===== src/rtl/alu_share_arbiter.sv =====
// Two-port arbiter sharing one combinational ALU: accept, execute, respond.
// Round-robin tie-break; one response outstanding at a time.
module alu_share_arbiter #(
  parameter int unsigned WIDTH = 4,
  parameter int unsigned CNT_W = 8
) (
  input  logic             clk,
  input  logic             rst_n,
  input  logic [1:0]       req_valid,
  output logic [1:0]       req_ready,
  input  logic [WIDTH-1:0] req_a0,
  input  logic [WIDTH-1:0] req_b0,
  input  logic [1:0]       req_op0,
  input  logic [WIDTH-1:0] req_a1,
  input  logic [WIDTH-1:0] req_b1,
  input  logic [1:0]       req_op1,
  output logic [1:0]       rsp_valid,
  input  logic [1:0]       rsp_ready,
  output logic [WIDTH-1:0] rsp_data,
  output logic [WIDTH-1:0] alu_inA,
  output logic [WIDTH-1:0] alu_inB,
  output logic [1:0]       alu_op,
  input  logic [WIDTH-1:0] alu_ans,
  output logic [CNT_W-1:0] op_count
);

  typedef enum logic [1:0] {StIdle, StExec, StResp} state_e;

  state_e           state_q;
  logic             grant_q;
  logic             last_grant_q;
  logic [WIDTH-1:0] alu_a_q;
  logic [WIDTH-1:0] alu_b_q;
  logic [1:0]       alu_op_q;
  logic [WIDTH-1:0] rsp_data_q;
  logic [1:0]       rsp_valid_q;
  logic [CNT_W-1:0] op_count_q;

  logic sel;
  logic sel_valid;

  // On a tie the port that was not served last wins.
  always_comb begin
    sel       = 1'b0;
    sel_valid = |req_valid;
    unique case (req_valid)
      2'b01:   sel = 1'b0;
      2'b10:   sel = 1'b1;
      2'b11:   sel = ~last_grant_q;
      default: sel = 1'b0;
    endcase
  end

  always_comb begin
    req_ready = 2'b00;
    if (state_q == StIdle && sel_valid) begin
      req_ready[sel] = 1'b1;
    end
  end

  always_ff @(posedge clk or negedge rst_n) begin
    if (!rst_n) begin
      state_q      <= StIdle;
      grant_q      <= 1'b0;
      last_grant_q <= 1'b1;
      alu_a_q      <= '0;
      alu_b_q      <= '0;
      alu_op_q     <= 2'b00;
      rsp_data_q   <= '0;
      rsp_valid_q  <= 2'b00;
      op_count_q   <= '0;
    end else begin
      unique case (state_q)
        StIdle: begin
          if (sel_valid) begin
            alu_a_q  <= sel ? req_a1 : req_a0;
            alu_b_q  <= sel ? req_b1 : req_b0;
            alu_op_q <= sel ? req_op1 : req_op0;
            grant_q  <= sel;
            state_q  <= StExec;
          end
        end
        StExec: begin
          rsp_data_q           <= alu_ans;
          rsp_valid_q[grant_q] <= 1'b1;
          state_q              <= StResp;
        end
        StResp: begin
          if (rsp_ready[grant_q]) begin
            rsp_valid_q  <= 2'b00;
            last_grant_q <= grant_q;
            op_count_q   <= op_count_q + CNT_W'(1);
            state_q      <= StIdle;
          end
        end
        default: state_q <= StIdle;
      endcase
    end
  end

  assign alu_inA   = alu_a_q;
  assign alu_inB   = alu_b_q;
  assign alu_op    = alu_op_q;
  assign rsp_data  = rsp_data_q;
  assign rsp_valid = rsp_valid_q;
  assign op_count  = op_count_q;

endmodule

===== config.mk =====
export PLATFORM = sky130hd
export DESIGN_NAME = alu_share_arbiter
export DESIGN_NICKNAME = d
export VERILOG_FILES = /design/src/rtl/alu_share_arbiter.sv
export SDC_FILE = /design/constraint.sdc
export NUM_CORES = 1
export LEC_CHECK = 0
export ABC_AREA = 0
export BUFFER_PORTS_ARGS = -buffer_cell sky130_fd_sc_hd__buf_2
export CAP_MARGIN = 20
export CELL_PAD_IN_SITES_DETAIL_PLACEMENT = 0
export CELL_PAD_IN_SITES_GLOBAL_PLACEMENT = 1
export CORE_UTILIZATION = 35
export DETAILED_ROUTE_END_ITERATION = 16
export PLACE_DENSITY = 0.77
export REMOVE_ABC_BUFFERS = 1
export SETUP_SLACK_MARGIN = 0.3
export SLEW_MARGIN = 20
export SYNTH_ARGS = -nofsm -noshare
export SYNTH_HDL_FRONTEND = slang
export SYNTH_SLANG_ARGS = --single-unit

===== constraint.sdc =====
create_clock -name clk -period 1.52 [get_ports clk]
set_input_delay 0.152 -clock clk [delete_from_list [all_inputs] [get_ports clk]]
set_output_delay 0.152 -clock clk [all_outputs]
set_load 0.02 [all_outputs]

# Yosys cells after proc, flatten, opt, wreduce, memory -nomap -nowiden
# Cells that the tools add are included.
# op_classes
n_mux	15
eq_ne	6
addsub	1
reduce_logical	10
bitwise	2
n_lt_le_gt_ge	4
# op_table
cell	n
adder 8 x 1 -> 8 bit, second input constant	1
two-way mux 2 bit	4
two-way mux 4 bit	2
AND reduction 2 bit	4
== test 2 bit, second input constant	3
case mux 2 bit (3 select lines)	1
< comparator 1 x 2 -> 1 bit, second input constant	2
two-way mux 1 bit	4
inequality test 2 bit, second input constant	2
case mux 2 bit (2 select lines)	1
logical AND 1 bit	3
demux 1 bit (select 1 bit)	2
== test 2 x 1 -> 1 bit, second input constant	1
greater-or-equal comparator 1 bit, second input constant	2
logical NOT 2 bit	1
bitwise OR 2 bit	1
case mux 1 bit (2 select lines)	1
nonzero test 2 bit	1
OR reduction 2 bit	1
inverter 1 bit	1
# totals
regBits	28
input_bits	30
word_cells	47
out_inout_bits	26

# Depth between registers and ports, before layout
# Gate-level depths: netlist (run 1).
# depth
word_depth	7
depth_mapped	4

# Worst setup path before layout (run 1)
# No wires, ideal clock.
# synth_path
kind	reg-to-reg
start	register last_grant_q
end	register alu_a_q[0], in the netlist alu_inA[0]
path_slack_ns	0.189
synth_period_minus_slack_ns	1.331
required_time_ns	1.394
stages_incl_launch_ff	5
n_path_buf	1
arrival_ns	1.205
path_cell_list	dfstp_2 -> nand2_1 -> and3_4 -> buf_6 -> a221o_1
# synth_via
elab_chain_len	3
# synth_lines
item	line	rtl
from (decl)	31	logic last_grant_q;
from (signal assigned)	91	last_grant_q <= grant_q;
inverter 1 bit	49	2'b11: sel = ~last_grant_q;
case mux 1 bit (2 select lines)	46	unique case (req_valid)
two-way mux 4 bit	76	alu_a_q <= sel ? req_a1 : req_a0;
to (signal assigned)	76	
to (decl)	32	logic [WIDTH-1:0] alu_a_q;
# Every way passes these cells.
# A chain may end at the register's enable or synchronous reset.

# Final worst setup path (run 1)
# layout_path
start	register state_q[0]
end	output req_ready[0]
# layout_via
elab_chain_len	3
# layout_lines
item	line	rtl
from (decl)	29	state_e state_q;
from (signal assigned)	63	state_q <= StIdle;
from (signal assigned)	80	state_q <= StExec;
from (signal assigned)	86	state_q <= StResp;
logical NOT 2 bit	56	if (state_q == StIdle && sel_valid) begin
logical AND 1 bit	56	
two-way mux 2 bit	56	
to (decl)	10	output logic [1:0] req_ready,
# Every way passes these cells.

==> results of run 1 <==
[routing by layer]
metal,share of wire,routed length [µm],GRT usage
met1,0.41,1270,0.203
met2,0.53,1640,0.287
met3,0.054,169,0.0386
met4,0.011,33,0.0407
met5,0,0,0
[kinds of logic after synthesis]
family,Yosys count,share of synthesized area
and+or+nand+nor,31,0.174
DFF,28,0.551
AOI/OAI and AO/OA,18,0.119
buffers and inverters,8,0.0314
xor gates and xnor gates,7,0.0481
muxes,7,0.0668
adders and majority gates,1,0.00982
[power breakdown]
| group | internal [µW] | switching [µW] |
|---|---|---|
| logic | 1050 | 1030 |
| registers | 1090 | 267 |
| clock network | 147 | 208 |
| total | 2290 | 1510 |
[registers in the layout, summed over array words and instances, names as in the netlist]
signal	count
op_count	8
alu_inA	4
alu_inB	4
rsp_data	4
alu_op	2
rsp_valid	2
state_q	2
grant_q	1
last_grant_q	1
[worst max-delay path by stage]
stage | from | to | slack [ns] | cells after the start
after floorplan | state_q[0] | alu_inA[0] | 0.02 | 3
after global placement | last_grant_q | req_ready[0] | 0.21 | 3
after detailed placement | state_q[0] | alu_inA[0] | 0.17 | 4
after CTS | last_grant_q | req_ready[0] | 0.05 | 3
after global routing | state_q[0] | req_ready[0] | 0.0006 | 4
final | state_q[0] | req_ready[0] | 0.06 | 4
[stage by stage]
step	hold WS (ns)	instance area [µm²]	total power, µW	std cells
2_1_floorplan	-0.144	1240	2380	94
3_3_place_gp	0.194	1600	2980	199
3_5_place_dp	0.200	1600	3010	199
4_1_cts	0.0277	1810	3690	219
5_1_grt	0.0224	1870	4060	220
6_report	0.0445	1870	3800	220
[what timing repair did]
item	in CTS	in global routing
resized for setup	12	15
endpoints found under the hold margin	27	0
setup endpoints to repair	14	29
buffers inserted	15	1
hold buffers	1	0
pin swaps	5	6
[cell type report]
class / count / area (µm²) / share of cell area
clock buffer: 4 / 36.3 / 0.0194
inverter: 2 / 7.51 / 0.00401
multi-input combinational: 64 / 601 / 0.321
sequential: 28 / 703 / 0.376
tap: 46 / 57.6 / 0.0307
timing repair buffer: 76 / 467 / 0.249
[cells in the final DEF (no fill, tap or decap), drive strengths merged, types with 2 or more instances in the layout]
cell type,count
a21oi,3
buf,75
and4,11
nand2,2
xnor2,3
and3,3
dfrtp,27
a21o,2
inv,2
a221o,10
clkbuf,4
nand3,2
mux2,6
xor2,4
nor2,4
==> summary.txt, run 1 <==
IO Port Bufs = 55
setup TNS = 0 ns
R2R cell count = 5
CTS buffer count = 3
Initial DRT Pass Iterations = 4
Root Driver = clkbuf_4
Max-cap violations = 0
CP delay by family, top = flip-flops
Die Wd = 62.3 µm
Antenna Cells = 0
EDFF count, synth = 0
Crit path largest cell delay = 0.44 ns
Final #Nets = 206
Final Cycle Share = 0.958
post-synthesis cell area = 0.00127 mm²
Num Clock Sinks = 28
pin slew with the least headroom to its limit = 0.606 ns
drt drc = 0
Final Util = 0.548
Hold Vio Cnt, Final = 0
Site Rows = 21
Async S/R FF share, synth = 1.00
Setup CP Type = reg -> out
share of the yosys chip area belonging to registers = 0.551
Fillers = 320
top-level port count = 56
outcome = finished, final reports clean
power per cell area = 2030 mW/mm²
first-pass GRT wire length = 5020 µm
Crit path buffers/inverters = 2
Yosys cell types = 35
Worst R2R Setup Slack = 0.07 ns
layout cells sized above 1 = 0.598
max frequency = 687 MHz
Detailed Place HPWL = 2110 µm
crit-path max FO = 3
Tightest Hold Check Type = in -> reg
WL/cell = 14.1 µm
fin crit period = 1.46 ns
post-synthesis cell count = 100
floorplan core area = 0.00342 mm²
H-tree levels = 1
Clk pin slew, worst setup/hold paths = 0.14 ns
CP most frequent cell = buf_6
hold path startpoint = req_b1[3]
P&R area growth vs syn = 47.0%
Post-DRT Antenna Nets = 0
Worst-Skew Late Latency = 0.32 ns
worst clock skew = 0.00580 ns
antenna violations before repair = 0
CP max-delay cell = dfrtp_1
Avg Cell Area, Syn = 12.7 µm²
IR drop worst, VDD = 0.00135 V
# setup viols final = 0
top-count cell post-synth = dfrtp_1
largest net degree at the start of global routing = 29
predominant post-synthesis flop cell = dfrtp_1
die area = 0.00388 mm²
number of global-route vias before repair = 1127
CTS max path bufs = 2
Initial Util = 0.373
fin. max-slew vios = 0
Post-Place Setup Slack = 0.167 ns
crit end category = output port
Hold Crit Depth = 2
Global Route Usage Sum = 0.164
Final GP Congestion = 0.820
height of the die = 62.3 µm
RSZ-0062 raised after global routing = yes
largest area contributor in the netlist = dfrtp_1
post-route setup slack = 0.0638 ns
CTS tree = built
Req. time, crit path = 1.37 ns
vias after detailed routing = 1097
gr ovfl total = 0
Yosys warnings = 0
CP Launch Type = flop
CP Data Arrival Time = 1.30 ns
wirelength, routed = 3110 µm
CP cell instances = nor2_4 -> buf_6 -> and3_4 -> buf_6
Synth Register Bits = 28
Area contributors post-synth = dfrtp_1 53%, a221o_1 7.9%, and4_1 7.6%, mux2_2 3.5%, xor2_1 2.8%
vias per std cell = 4.99
static leakage = 0.000951 µW
Critical R2R Launch = state_q[0]
top cells by count, synth = 27 x dfrtp_1, 11 x and4_1, 10 x a221o_1
Worst Hold End = alu_inB[3]
post-synth top area share = 0.530
slew margin rel. = 0.596
reg2reg end = op_count[1]
DRT iter0 DRCs = 36
Note: power is estimated with default switching activity, not from simulation.
==> run 2, diff against run 1 <==
--- a/config.mk
+++ b/config.mk
@@ -6,6 +6,7 @@
 export NUM_CORES = 1
 export LEC_CHECK = 0
 export ABC_AREA = 0
+export ABC_CLOCK_PERIOD_IN_PS = 1520
 export BUFFER_PORTS_ARGS = -buffer_cell sky130_fd_sc_hd__buf_2
 export CAP_MARGIN = 20
 export CELL_PAD_IN_SITES_DETAIL_PLACEMENT = 0
@@ -13,6 +14,7 @@
 export CORE_UTILIZATION = 35
 export DETAILED_ROUTE_END_ITERATION = 16
 export PLACE_DENSITY = 0.77
+export RECOVER_POWER = 100
 export REMOVE_ABC_BUFFERS = 1
 export SETUP_SLACK_MARGIN = 0.3
 export SLEW_MARGIN = 20
==> summary.txt, run 2 (same netlist as run 1, synthesis figures left out) <==
outcome = finished, final reports clean (unchanged)
Hold Crit Depth = 2 (unchanged)
vias after detailed routing = 1099 (was 1097)
worst clock skew = 0.00628 ns (was 0.00580 ns)
Req. time, crit path = 1.37 ns (about the same)
CP most frequent cell = buf_6 (unchanged)
wirelength, routed = 3110 µm (about the same)
Site Rows = 21 (unchanged)
post-route cell area = 0.00184 mm² (was 0.00187 mm²)
largest net degree at the start of global routing = 29 (unchanged)
number of global-route vias before repair = 1127 (unchanged)
# setup viols final = 0 (unchanged)
R2R cell count = 5 (unchanged)
Final GP Congestion = 0.820 (unchanged)
Tightest Hold Check Type = in -> reg (unchanged)
DRT iter0 DRCs = 29 (was 36)
RSZ-0062 raised after global routing = yes (unchanged)
pin slew with the least headroom to its limit = 0.674 ns (was 0.606 ns)
CP Data Arrival Time = 1.30 ns (about the same)
Worst-Skew Late Latency = 0.32 ns (about the same)
Num Clock Sinks = 28 (unchanged)
CTS tree = built (unchanged)
IO Port Bufs = 55 (unchanged)
Die Wd = 62.3 µm (unchanged)
first-pass GRT wire length = 5020 µm (unchanged)
Global Route Usage Sum = 0.164 (unchanged)
Root Driver = clkbuf_4 (unchanged)
layout cells sized above 1 = 0.466 (was 0.598)
hold path startpoint = req_b1[3] (unchanged)
H-tree levels = 1 (unchanged)
Crit path buffers/inverters = 2 (unchanged)
number of flip-flops in the largest register = 8 (unchanged)
floorplan core area = 0.00342 mm² (unchanged)
CTS max path bufs = 2 (unchanged)
Post-DRT Antenna Nets = 0 (unchanged)
reg2reg end = op_count[1] (unchanged)
power per cell area = 2020 mW/mm² (was 2030 mW/mm²)
static leakage = 0.000882 µW (was 0.000951 µW)
P&R area growth vs syn = 44.7% (was 47.0%)
setup TNS = 0 ns (unchanged)
Setup CP Type = reg -> out (unchanged)
gr ovfl total = 0 (unchanged)
Worst Hold End = alu_inB[3] (unchanged)
CP Launch Type = flop (unchanged)
height of the die = 62.3 µm (unchanged)
top-level port count = 56 (unchanged)
Clk pin slew, worst setup/hold paths = 0.14 ns (about the same)
Worst R2R Setup Slack = 0.08 ns (was 0.07 ns)
Final Cycle Share = 0.959 (was 0.958)
Critical R2R Launch = state_q[0] (unchanged)
die area = 0.00388 mm² (unchanged)
IR drop worst, VDD = 0.00133 V (was 0.00135 V)
crit-path max FO = 3 (unchanged)
CP delay by family, top = flip-flops (unchanged)
Initial DRT Pass Iterations = 4 (unchanged)
Final #Nets = 206 (unchanged)
Antenna Cells = 0 (unchanged)
CP cell instances = nor2_4 -> buf_6 -> and3_4 -> buf_6 (unchanged)
vias per std cell = 5.00 (was 4.99)
most frequent cells in the layout = 30 x buf_2, 27 x dfrtp_1, 22 x clkbuf_1 (was 53 x buf_2, 26 x dfrtp_1, 16 x buf_4)
max frequency = 686 MHz (was 687 MHz)
Max-cap violations = 0 (unchanged)
CTS buffer count = 3 (unchanged)
Hold Vio Cnt, Final = 0 (unchanged)
commonest non-fill, non-tap cell in the layout = buf_2 (unchanged)
Detailed Place HPWL = 2110 µm (unchanged)
Crit path largest cell delay = 0.44 ns (about the same)
WL/cell = 14.1 µm (about the same)
CP max-delay cell = dfrtp_1 (unchanged)
antenna violations before repair = 0 (unchanged)
fin. max-slew vios = 0 (unchanged)
fin crit period = 1.46 ns (about the same)
crit end category = output port (unchanged)
slew margin rel. = 0.551 (was 0.596)
Initial Util = 0.373 (unchanged)
drt drc = 0 (unchanged)
placed cell area = 0.00160 mm² (unchanged)
==> run 2: cell types whose count changed in the layout (fill, tap and decap cells not counted), sizes merged <==
cell / previous run / this run
clkbuf: 4 / 27
buf: 75 / 52
==> run 2: power by group <==
| group | internal (µW) | switching [µW] |
|---|---|---|
| clock network | 147 | 209 |
| logic | 977 | 1040 |
| registers | 1090 | 273 |
==> run 2: what timing repair did <==
action | in CTS | in global routing
hold buffers | 1 | 0
gates resized for setup | 12 | 15
setup endpoints to repair | 14 | 29
pin swaps | 5 | 6
setup buffers | 15 | 1
endpoints found under the hold margin | 27 | 0
==> run 2: stage by stage <==
step / cells / setup slack (ns) / util / power (µW) / hold WS (ns)
after floorplan: 94 / 0.0193 / - / 2380 / -0.144
after global placement: 199 / 0.207 / 0.470 / 2980 / 0.194
after detailed placement: 199 / 0.167 / 0.470 / 3010 / 0.200
after CTS: 219 / 0.0470 / 0.529 / 3690 / 0.0277
after global routing: 220 / 0.000609 / 0.540 / 3990 / 0.0224
final: 220 / 0.0630 / 0.540 / 3730 / 0.0437
==> run 2: worst max-delay path by stage <==
stage                       startpoint  slack [ns]  depth (start not counted)           end
after floorplan             state_q[0]        0.02                          3    alu_inA[0]
after global placement    last_grant_q        0.21                          3  req_ready[0]
after detailed placement    state_q[0]        0.17                          4    alu_inA[0]
after CTS                 last_grant_q        0.05                          3  req_ready[0]
after global routing        state_q[0]      0.0006                          4  req_ready[0]
final                       state_q[0]        0.06                          4  req_ready[0]
==> run 2: final cells by class <==
cell class	count	area [µm²]
clock buffers	4	36.3
fillers	334	1570
inverters	2	7.51
multi-input cells	64	601
flip-flops and latches	28	702
well taps	46	57.6
repair buffers	76	439
==> run 2: routing by layer <==
metal	up-vias	global-route usage	part of all wire
li1	525	-	-
met1	535	0.203	0.42
met4	0	0.0407	0.011
met3	4	0.0386	0.050
met5	-	0	0
met2	35	0.287	0.52
